===== src/rtl/lb_wr_if.sv =====
// lb_wr_if: two-source register write ports and merged local bus of the write arbiter.
interface lb_wr_if #(
    parameter int aw = 16,
    parameter int dw = 32
);
    logic [dw-1:0] a_data;
    logic [aw-1:0] a_addr;
    logic          a_write;
    logic [dw-1:0] b_data;
    logic [aw-1:0] b_addr;
    logic          b_write;
    logic [dw-1:0] lbo_data;
    logic [aw-1:0] lbo_addr;
    logic          lbo_write;
    logic          a_full;
    logic          b_full;
    logic          drop_a;
    logic          drop_b;

    modport master (
        output a_data, a_addr, a_write, b_data, b_addr, b_write,
        input  lbo_data, lbo_addr, lbo_write, a_full, b_full, drop_a, drop_b
    );
    modport slave (
        input  a_data, a_addr, a_write, b_data, b_addr, b_write,
        output lbo_data, lbo_addr, lbo_write, a_full, b_full, drop_a, drop_b
    );
endinterface


===== src/rtl/lb_wr_arb.sv =====
// lb_wr_arb: merges host (A) and fgen (B) write streams onto one local bus through
// per-port FIFOs; A has priority, B is guaranteed a slot after max_hold A grants.
module lb_wr_arb #(
    parameter int aw       = 16,
    parameter int dw       = 32,
    parameter int fifo_aw  = 2,
    parameter int max_hold = 4
) (
    input logic clk,
    input logic rst,
    lb_wr_if.slave bus
);
    localparam int depth = 1 << fifo_aw;
    localparam int ew = aw + dw;
    localparam logic [fifo_aw:0] full_cnt = (fifo_aw+1)'(depth);
    localparam logic [3:0] hold_max = 4'(max_hold);

    logic [1:0] wr;
    logic [ew-1:0] din [2];
    logic [ew-1:0] mem_q [2][depth];
    logic [fifo_aw:0] cnt_q [2], cnt_d [2];
    logic [fifo_aw-1:0] wp_q [2], wp_d [2], rp_q [2], rp_d [2];
    logic [1:0] ne, pop, push, full_now, full_d, full_q, drop_d, drop_q;
    logic at_lim;
    logic [3:0] hold_q, hold_d;
    logic lbo_write_q, lbo_write_d;
    logic [ew-1:0] ent_q, ent_d;

    assign wr = {bus.b_write, bus.a_write};
    assign din[0] = {bus.a_addr, bus.a_data};
    assign din[1] = {bus.b_addr, bus.b_data};

    always_comb begin
        ne = {cnt_q[1] != '0, cnt_q[0] != '0};
        at_lim = hold_q == hold_max;
        pop = {ne[1] && (!ne[0] || at_lim), ne[0] && !(ne[1] && at_lim)};
        for (int p = 0; p < 2; p++) begin
            full_now[p] = cnt_q[p] == full_cnt;
            // a full FIFO still takes a write when it is being drained the same cycle
            push[p] = wr[p] && (!full_now[p] || pop[p]);
            drop_d[p] = wr[p] && full_now[p] && !pop[p];
            cnt_d[p] = cnt_q[p] + (fifo_aw+1)'(push[p]) - (fifo_aw+1)'(pop[p]);
            wp_d[p] = wp_q[p] + fifo_aw'(push[p]);
            rp_d[p] = rp_q[p] + fifo_aw'(pop[p]);
            full_d[p] = cnt_d[p] == full_cnt;
        end
        hold_d = (pop[1] || !ne[1]) ? 4'd0 : (pop[0] && !at_lim) ? hold_q + 4'd1 : hold_q;
        lbo_write_d = |pop;
        ent_d = pop[1] ? mem_q[1][rp_q[1]] : pop[0] ? mem_q[0][rp_q[0]] : ent_q;
    end

    always_ff @(posedge clk)
        for (int p = 0; p < 2; p++)
            if (push[p]) mem_q[p][wp_q[p]] <= din[p];

    always_ff @(posedge clk or posedge rst)
        if (rst) begin
            cnt_q <= '{default: '0};
            wp_q <= '{default: '0};
            rp_q <= '{default: '0};
            full_q <= '0;
            drop_q <= '0;
            hold_q <= '0;
            lbo_write_q <= 1'b0;
            ent_q <= '0;
        end else begin
            cnt_q <= cnt_d;
            wp_q <= wp_d;
            rp_q <= rp_d;
            full_q <= full_d;
            drop_q <= drop_d;
            hold_q <= hold_d;
            lbo_write_q <= lbo_write_d;
            ent_q <= ent_d;
        end

    assign bus.lbo_write = lbo_write_q;
    assign bus.lbo_addr = ent_q[ew-1:dw];
    assign bus.lbo_data = ent_q[dw-1:0];
    assign bus.a_full = full_q[0];
    assign bus.b_full = full_q[1];
    assign bus.drop_a = drop_q[0];
    assign bus.drop_b = drop_q[1];
endmodule


===== src/flat_wrapper.sv =====
// flat-port wrapper written by rule: the top's interface ports become plain ports
module lb_wr_arb_flat 
#(
    parameter int aw       = 16,
    parameter int dw       = 32,
    parameter int fifo_aw  = 2,
    parameter int max_hold = 4
)
  (clk, rst, bus_a_data, bus_a_addr, bus_a_write, bus_b_data, bus_b_addr, bus_b_write, bus_lbo_data, bus_lbo_addr, bus_lbo_write, bus_a_full, bus_b_full, bus_drop_a, bus_drop_b);
  lb_wr_if #(.aw(aw), .dw(dw)) bus_i ();
  input logic clk;
  input logic rst;
  input wire logic [$bits(bus_i.a_data)-1:0] bus_a_data;
  input wire logic [$bits(bus_i.a_addr)-1:0] bus_a_addr;
  input wire logic [$bits(bus_i.a_write)-1:0] bus_a_write;
  input wire logic [$bits(bus_i.b_data)-1:0] bus_b_data;
  input wire logic [$bits(bus_i.b_addr)-1:0] bus_b_addr;
  input wire logic [$bits(bus_i.b_write)-1:0] bus_b_write;
  output wire logic [$bits(bus_i.lbo_data)-1:0] bus_lbo_data;
  output wire logic [$bits(bus_i.lbo_addr)-1:0] bus_lbo_addr;
  output wire logic [$bits(bus_i.lbo_write)-1:0] bus_lbo_write;
  output wire logic [$bits(bus_i.a_full)-1:0] bus_a_full;
  output wire logic [$bits(bus_i.b_full)-1:0] bus_b_full;
  output wire logic [$bits(bus_i.drop_a)-1:0] bus_drop_a;
  output wire logic [$bits(bus_i.drop_b)-1:0] bus_drop_b;
  assign bus_i.a_data = bus_a_data;
  assign bus_i.a_addr = bus_a_addr;
  assign bus_i.a_write = bus_a_write;
  assign bus_i.b_data = bus_b_data;
  assign bus_i.b_addr = bus_b_addr;
  assign bus_i.b_write = bus_b_write;
  assign bus_lbo_data = bus_i.lbo_data;
  assign bus_lbo_addr = bus_i.lbo_addr;
  assign bus_lbo_write = bus_i.lbo_write;
  assign bus_a_full = bus_i.a_full;
  assign bus_b_full = bus_i.b_full;
  assign bus_drop_a = bus_i.drop_a;
  assign bus_drop_b = bus_i.drop_b;
  lb_wr_arb #(.aw(aw), .dw(dw), .fifo_aw(fifo_aw), .max_hold(max_hold)) u_core (.clk(clk), .rst(rst), .bus(bus_i));
endmodule

===== config.mk =====
export PLATFORM = sky130hd
export DESIGN_NAME = lb_wr_arb_flat
export DESIGN_NICKNAME = d
export VERILOG_FILES = /design/src/rtl/lb_wr_if.sv /design/src/rtl/lb_wr_arb.sv /design/src/flat_wrapper.sv
export SDC_FILE = /design/constraint.sdc
export NUM_CORES = 1
export LEC_CHECK = 0
export ABC_AREA = 0
export BUFFER_PORTS_ARGS = -buffer_cell sky130_fd_sc_hd__buf_2
export CORE_MARGIN = 2
export CORE_UTILIZATION = 59
export DETAILED_ROUTE_END_ITERATION = 12
export GPL_TIMING_DRIVEN = 1
export PLACE_DENSITY_LB_ADDON = 0.3
export SLEW_MARGIN = 10
export SYNTH_ARGS = -nofsm -noshare
export SYNTH_HDL_FRONTEND = slang
export SYNTH_SLANG_ARGS = --single-unit
export TNS_END_PERCENT = 50

===== constraint.sdc =====
create_clock -name clk -period 5.6 [get_ports clk]
set_input_delay 0.28 -clock clk [delete_from_list [all_inputs] [get_ports clk]]
set_output_delay 0.28 -clock clk [all_outputs]
set_load 0.05 [all_outputs]

==> run summary, run 1 <==
==========================================================================================
Worst reg2reg path endpoint ................................................. u_core.mem_q[0][230]$_DFFE_PP_
Global-route wire length before repair ......................................    52,360 µm
Starting density of the core ................................................       0.5973
Clk_lat worst skew ..........................................................      0.53 ns
Period utilization ..........................................................       0.5237
Die height ..................................................................       174 µm
Unique masters post-synth ...................................................           32
DRT iter0 DRCs ..............................................................          613
Overall die area ............................................................   30,280 µm²
Crit-path leading delay family .............................................. simple AND/OR/NAND/NOR gates
Slowest cell on the critical path ...........................................       and3_2
Length of the first detailed-routing pass in iterations .....................            5
Routed length per instance ..................................................     22.77 µm
Run status .................................................................. complete, no violations
CTS tree ....................................................................          yes
WHS Path Cells ..............................................................            3
Max FO, Critical Path .......................................................           28
Register bit count reported by yosys ........................................          455
Residual antenna-violating net count after detailed routing .................            0
Fraction of final layout cells sized beyond drive strength 1 ................       0.3132
Largest cells by area after synthesis ....................................... edfxtp_1 (68%), mux4_2 (13%), dfrtp_1 (10%), mux2i_1 (2.8%), a21oi_1 (1.4%)
Switching power as a share of total power ...................................       0.3288
Net count of the mapped netlist .............................................          911
Type of the setup path with the least slack .................................   reg -> reg
WL final ....................................................................    34,000 µm
Clock share of power ........................................................        0.243
Last weighted congestion value of the routability-driven placer .............       0.7121
Synthesized instance count ..................................................          799
Hold Startpoint .............................................................  bus_b_write
CTS hold repair buffers .....................................................           97
Reported max-cap violation count ............................................            0
Largest net degree at the start of global routing ...........................           98
Sequential share of the synthesized area ....................................       0.7805
Buf/Inv on CP ...............................................................            3
Clock edge transition at the registers on the reported setup and hold paths .      0.06 ns
Clock buffer depth ..........................................................            3
Series of cell instances along the critical path ............................ inv_1 -> ha_1 -> nand3b_1 -> nand2_1 -> o21ai_0 -> inv_1 -> and3_2 -> buf_4
Worst slew pin tran .........................................................     1.107 ns
DR vias .....................................................................        8,503
Crit path largest cell delay ................................................      0.57 ns
Warning count from the yosys run ............................................            0
Internal ....................................................................     7.605 mW
Number of placed instances with taps included ...............................        1,316
Utilization after layout ....................................................       0.7228
Final #Nets .................................................................        1,186
Total power density per cell area ........................................... 549.1 nW/µm²
Antenna violations before repair ............................................            1
Kind of end point of the critical path ......................................     register
Switching power summed over all nets ........................................     3.725 mW
Filler cell count ...........................................................        1,771
Minimum period implied by the final worst setup slack .......................     2.933 ns
Number of buffers inserted by port buffering ................................          152
Tightest slew margin relative to the limit ..................................       0.2619
CP Launch Type ..............................................................     register
Area overhead of the layout relative to synthesis ...........................       21.01%
Vias in the first global route ..............................................        9,206
Floorplan row count .........................................................           62
Cell chosen for the clock root ..............................................    clkbuf_16
Max IR drop VDD .............................................................    0.3478 mV
Buffers inserted during post-CTS setup optimization .........................            0
Startpoint of the lowest-slack register-to-register path .................... u_core.hold_q[0]$_DFFE_PP0P_
Final HPWL DP ...............................................................    19,440 µm
WHS .........................................................................   0.06542 ns
Fraction of post-synthesis cell area in the top cell type by area ...........       0.6763
Number of clock sinks .......................................................          455
Hold violation total from the final report ..................................            0
Total I/O pin count .........................................................          153
Data arrival time of the worst path .........................................      3.10 ns
Standby leakage power .......................................................     7.350 nW
Die extent in x .............................................................       174 µm
Count of final setup violators ..............................................            0
Total Negative Setup Slacks .................................................         0 ns
Count of cells along the worst register-to-register path ....................            8
Comb pwr share ..............................................................        0.303
Standard cell core area .....................................................   28,550 µm²
Unrepaired setup endpoints after global routing .............................           no
Most common cell on crit path ...............................................        inv_1
Cell accounting for the most synthesized area ...............................     edfxtp_1
Synthesized area per cell ...................................................    21.34 µm²
Part of the power in registers ..............................................        0.454
Required time of the critical path ..........................................      5.77 ns
Number of buffers created by CTS ............................................           43
Residual overflow from global routing .......................................            0
Clock skew ..................................................................   0.01511 ns
Number of DRC violations after detailed routing .............................            0
H-tree levels ...............................................................            2
Cell area after synthesis ...................................................   17,050 µm²
Total routing usage reported by global routing ..............................       0.2310
Number of standard cells in the layout, taps in and fillers out .............        1,493
Slew Viols, Final ...........................................................            0
Peak clock frequency supported by timing ....................................    341.0 MHz
Ratio of routed vias to standard cells ......................................        5.695
Type of the worst min-delay path ............................................    in -> reg
Slack of the worst reg-to-reg path ..........................................      2.67 ns
Number of gates resized after CTS ...........................................            0
Hold worst-path end ......................................................... u_core.drop_q[1]$_DFF_PP0_
==========================================================================================
power groups by stage:
stage	combinational (mW)	sequential, mW	clock, mW
floorplan	2.11	5.55	0
global placement	3.34	5.18	0
detailed placement	3.39	5.23	0
CTS	3.46	5.17	2.80
global route	3.67	5.26	2.94
finish	3.43	5.15	2.75
cell families after synthesis:
group / Yosys count / share of synthesized area
AOI/OAI and AO/OA: 52 / 0.01570
xor gates and xnor gates: 10 / 0.005136
adders and majority gates: 12 / 0.009686
buffers and inverters: 48 / 0.01284
DFF: 455 / 0.7805
muxes: 144 / 0.1550
and+or+nand+nor: 78 / 0.02121
metal layers:
metal,wire (µm),global-route usage,vias up
met5,0,0,-
met3,1523,0.03937,58
li1,-,-,3766
met2,17740,0.3996,251
met1,14040,0.3111,4428
met4,696,0.05882,0
through the flow:
step | cell area (µm²) | total power [mW] | worst slack (ns)
floorplan | 17050 | 7.654 | 0.4497
global placement | 18300 | 8.513 | 2.732
detailed placement | 18300 | 8.618 | 2.674
CTS | 20630 | 11.43 | 2.638
global route | 20630 | 11.86 | 2.406
finish | 20630 | 11.33 | 2.667
flip-flops by register name (all words and copies together), names as in the netlist:
signal,cells
u_core.mem_q,384
u_core.ent_q,48
u_core.cnt_q,6
u_core.hold_q,4
u_core.rp_q,4
u_core.wp_q,4
u_core.drop_q,2
u_core.full_q,2
u_core.bus.lbo_write,1
cells in the final DEF, fill, tap and decap left out, types with 2 or more instances in the layout:
| cell type | n |
|---|---|
| a21oi_1 | 48 |
| and3_2 | 2 |
| buf_2 | 152 |
| buf_4 | 16 |
| clkbuf_1 | 11 |
| clkbuf_16 | 45 |
| clkbuf_8 | 9 |
| clkinv_1 | 3 |
| clkinv_2 | 11 |
| dfrtp_1 | 67 |
| dfrtp_2 | 2 |
| dfrtp_4 | 2 |
| dlygate4sd3_1 | 97 |
| edfxtp_1 | 384 |
| fa_1 | 2 |
| ha_1 | 10 |
| inv_1 | 12 |
| mux2i_1 | 48 |
| mux4_2 | 96 |
| nand2_1 | 4 |
| nor2_1 | 52 |
| nor3_1 | 2 |
| nor3_2 | 2 |
| nor3b_1 | 2 |
| nor3b_2 | 3 |
| o21ai_0 | 2 |
| xnor2_1 | 4 |
| xor2_1 | 6 |
synthesized netlist by cell type:
cell      count
a21oi_1      48
a21oi_2       1
and2_1        1
and3_1        3
and3b_1       1
buf_1         4
buf_2        13
buf_4         2
buf_6         2
clkbuf_1     14
dfrtp_1      71
edfxtp_1    384
fa_1          2
ha_1         10
inv_1        13
mux2i_1      48
mux4_2       96
nand2_1       5
nand3_1       1
nand3b_1      1
nor2_1       53
nor3_1        3
nor3_2        1
nor3b_1       5
nor4b_1       1
o21ai_0       2
o31a_1        1
or3_1         1
or3_4         1
or3b_2        1
xnor2_1       4
xor2_1        6
worst max-delay path by stage:
stage / startpoint / end / depth (start not counted)
floorplan: u_core.cnt_q[5]$_DFF_PP0_ / u_core.mem_q[0][288]$_DFFE_PP_ / 4
global placement: u_core.hold_q[0]$_DFFE_PP0P_ / u_core.mem_q[0][228]$_DFFE_PP_ / 8
detailed placement: u_core.hold_q[0]$_DFFE_PP0P_ / u_core.mem_q[0][225]$_DFFE_PP_ / 8
CTS: u_core.hold_q[0]$_DFFE_PP0P_ / u_core.mem_q[0][231]$_DFFE_PP_ / 8
global route: u_core.hold_q[0]$_DFFE_PP0P_ / u_core.full_q[1]$_DFF_PP0_ / 12
finish: u_core.hold_q[0]$_DFFE_PP0P_ / u_core.mem_q[0][230]$_DFFE_PP_ / 8
cell type report:
class	count	area, µm²	area share
Tap cell	384	480.5	0.02329
Timing Repair Buffer	265	1852	0.08975
Inverter	13	50.05	0.002426
Clock buffer	65	1291	0.06258
Sequential cell	455	13320	0.6454
Multi-Input combinational cell	296	3571	0.1731
Antenna cell	1	2.502	0.0001213
Clock inverter	14	68.82	0.003335
worst reg2reg max path, cell delays in order, from the launching register on:
cell,delay [ns]
dfrtp_1,0.41
inv_1,0.08
ha_1,0.15
nand3b_1,0.21
nand2_1,0.17
o21ai_0,0.27
inv_1,0.20
and3_2,0.57
buf_4,0.51
No activity file was read; power rests on OpenSTA's default activity.
==> run 2, diff against run 1 <==
clock period = 2.85 ns   (was 5.6 ns; I/O delays follow)
==> run 2 against run 1 <==
Compared with the run above:
- largest cell class unchanged
- largest power group unchanged
- core utilization up 1.5 points
- register-to-register slack got worse by 2.4 ns
- cell area up 2.0%
==> run summary, run 2 (same netlist as run 1, synthesis figures left out) <==
==========================================================================================
Run status .................................................................. complete, no violations
Total power after layout ....................................................     23.07 mW   +100%
DRT iter0 DRCs ..............................................................          547   -11%
Routed length per instance ..................................................     23.37 µm   +2.6%
Largest net degree at the start of global routing ...........................           57   -42%
Number of standard cells in the layout, taps in and fillers out .............        1,513   +1.3%
Hold violation total from the final report ..................................            0   unchanged
Type of the worst min-delay path ............................................  in -> async
Number of buffers created by CTS ............................................           44   +2.3%
Most frequent cells in the layout ........................................... edfxtp_1 (384), buf_2 (152), dlygate4sd3_1 (99)
Number of clock sinks .......................................................          455   unchanged
Number of DRC violations after detailed routing .............................            0   unchanged
Slew Viols, Final ...........................................................            0   unchanged
Required time of the critical path ..........................................      3.29 ns   -2.48 ns
Floorplan row count .........................................................           62   unchanged
Standard cell core area .....................................................   28,550 µm²   unchanged
Count of final setup violators ..............................................            0   unchanged
Clock edge transition at the registers on the reported setup and hold paths .      0.06 ns   about the same
Die extent in x .............................................................       174 µm   unchanged
Worst reg2reg path endpoint ................................................. u_core.full_q[1]$_DFF_PP0_
Post-placement worst setup slack ............................................    0.2112 ns   -2.463 ns
Tightest slew margin relative to the limit ..................................       0.5111   +0.2491
Max IR drop VDD .............................................................    0.7259 mV   +110%
Fraction of final layout cells sized beyond drive strength 1 ................       0.3203   +0.007143
Most frequent standard cell in the layout excluding fill and tap cells ......     edfxtp_1
Final HPWL DP ...............................................................    20,050 µm   +3.1%
Kind of end point of the critical path ......................................     register
Worst slew pin tran .........................................................    0.7326 ns   -0.3745 ns
Setup slack after layout ....................................................    0.2297 ns   -2.437 ns
WHS .........................................................................    0.2623 ns   +0.1969 ns
Starting density of the core ................................................       0.5973   unchanged
Startpoint of the lowest-slack register-to-register path .................... u_core.hold_q[0]$_DFFE_PP0P_
Total routing usage reported by global routing ..............................       0.2385   +0.007467
CP Launch Type ..............................................................     register
Area overhead of the layout relative to synthesis ...........................       23.44%
Residual antenna-violating net count after detailed routing .................            0   unchanged
Type of the setup path with the least slack .................................   reg -> reg
Minimum period implied by the final worst setup slack .......................     2.620 ns   -0.3127 ns
Max reg flops ...............................................................          384   unchanged
H-tree levels ...............................................................            2   unchanged
Number of buffers inserted by port buffering ................................          152   unchanged
Last weighted congestion value of the routability-driven placer .............       0.7520   +5.6%
Clk_lat worst skew ..........................................................      0.53 ns   about the same
Final #Nets .................................................................        1,206   +1.7%
Peak clock frequency supported by timing ....................................    381.6 MHz   +12%
Total power density per cell area ...........................................  1096 nW/µm²   +100%
Clock skew ..................................................................   0.01561 ns   +0.0005027 ns
Clock buffer depth ..........................................................            3   unchanged
Residual overflow from global routing .......................................            0   unchanged
Die height ..................................................................       174 µm   unchanged
Antenna violations before repair ............................................            3   +2
Vias in the first global route ..............................................        9,429   +2.4%
Number of placed instances with taps included ...............................        1,332   +1.2%
Period utilization ..........................................................       0.9194   +0.3957
Overall die area ............................................................   30,280 µm²   unchanged
Reported max-cap violation count ............................................            0   unchanged
Data arrival time of the worst path .........................................      3.06 ns   -0.04 ns
Global-route wire length before repair ......................................    53,870 µm   +2.9%
Ratio of routed vias to standard cells ......................................        5.747   +0.91%
Max FO, Critical Path .......................................................            4   -86%
Total I/O pin count .........................................................          153   unchanged
DR vias .....................................................................        8,695   +2.3%
Utilization after layout ....................................................       0.7373   +0.01455
Standby leakage power .......................................................     7.525 nW   +2.4%
Length of the first detailed-routing pass in iterations .....................            6   +1
WL final ....................................................................    35,360 µm   +4.0%
Cell chosen for the clock root ..............................................    clkbuf_16
CTS tree ....................................................................          yes
Count of cells along the worst register-to-register path ....................           12   +4
Slack of the worst reg-to-reg path ..........................................      0.23 ns   -2.44 ns
==========================================================================================
## run 2: cell types whose count changed in the layout (fill, tap and decap cells not counted), sizes merged
cell / change
buf: +17
dlygate4sd3: +2
clkbuf: -4
diode: +1
clkinvlp: -1
bufinv: +5
## run 2: worst max-delay path by stage
| stage | depth (start not counted) | slack [ns] | startpoint | endpoint |
|---|---|---|---|---|
| 2_1_floorplan | 5 | 0.001 | u_core.cnt_q[5]$_DFF_PP0_ | u_core.mem_q[0][192]$_DFFE_PP_ |
| 3_3_place_gp | 12 | 0.27 | u_core.hold_q[0]$_DFFE_PP0P_ | u_core.full_q[0]$_DFF_PP0_ |
| 3_5_place_dp | 12 | 0.21 | u_core.hold_q[0]$_DFFE_PP0P_ | u_core.full_q[0]$_DFF_PP0_ |
| 4_1_cts | 12 | 0.17 | u_core.hold_q[0]$_DFFE_PP0P_ | u_core.full_q[0]$_DFF_PP0_ |
| 5_1_grt | 12 | -0.02 | u_core.hold_q[0]$_DFFE_PP0P_ | u_core.full_q[1]$_DFF_PP0_ |
| 6_report | 12 | 0.23 | u_core.hold_q[0]$_DFFE_PP0P_ | u_core.full_q[1]$_DFF_PP0_ |
## run 2: what timing repair did
item / 4_1_cts / 5_1_grt
resized for setup: 0 / 3
setup endpoints to repair: 0 / 2
hold buffers: 99 / 0
buffers inserted: 0 / 1
endpoints found under the hold margin: 421 / 0
## run 2: routing by layer
| layer | vias to the layer above | track usage | wire, µm |
|---|---|---|---|
| met2 | 317 | 0.4120 | 18230 |
| li1 | 3815 | - | - |
| met1 | 4485 | 0.3094 | 14040 |
| met4 | 0 | 0.07913 | 965 |
| met5 | - | 0 | 0 |
| met3 | 78 | 0.04615 | 2128 |
## run 2: critical path: stages, from the launching register on
cell and delay [ns]:
dfrtp_1 0.41, inv_1 0.07, ha_1 0.14, nand3b_1 0.20, a21oi_4 0.24, ha_1 0.25
inv_1 0.06, ha_1 0.13, inv_1 0.04, fa_1 0.42, xnor2_2 0.17, xnor2_1 0.19
nor3b_1 0.20
## run 2: final cells by class
| type | count | area [µm²] |
|---|---|---|
| Tap cell | 384 | 480.5 |
| Clock inverter | 18 | 209.0 |
| Antenna cell | 2 | 5.005 |
| Timing Repair Buffer | 284 | 2150 |
| Multi-Input combinational cell | 296 | 3611 |
| Inverter | 13 | 50.05 |
| Sequential cell | 455 | 13320 |
| Fill cell | 1630 | 7498 |
| Clock buffer | 61 | 1226 |
## run 2: through the flow
step | setup TNS, ns | cell area [µm²]
2_1_floorplan | 0 | 17100
3_3_place_gp | 0 | 18600
3_5_place_dp | 0 | 18600
4_1_cts | 0 | 21020
5_1_grt | -0.01554 | 21050
6_report | 0 | 21050
## run 2: power by group
part / switching, mW / internal, mW
combinational: 4.39 / 3.10
sequential: 0.824 / 8.99
clock: 2.31 / 3.45
total: 7.52 / 15.5
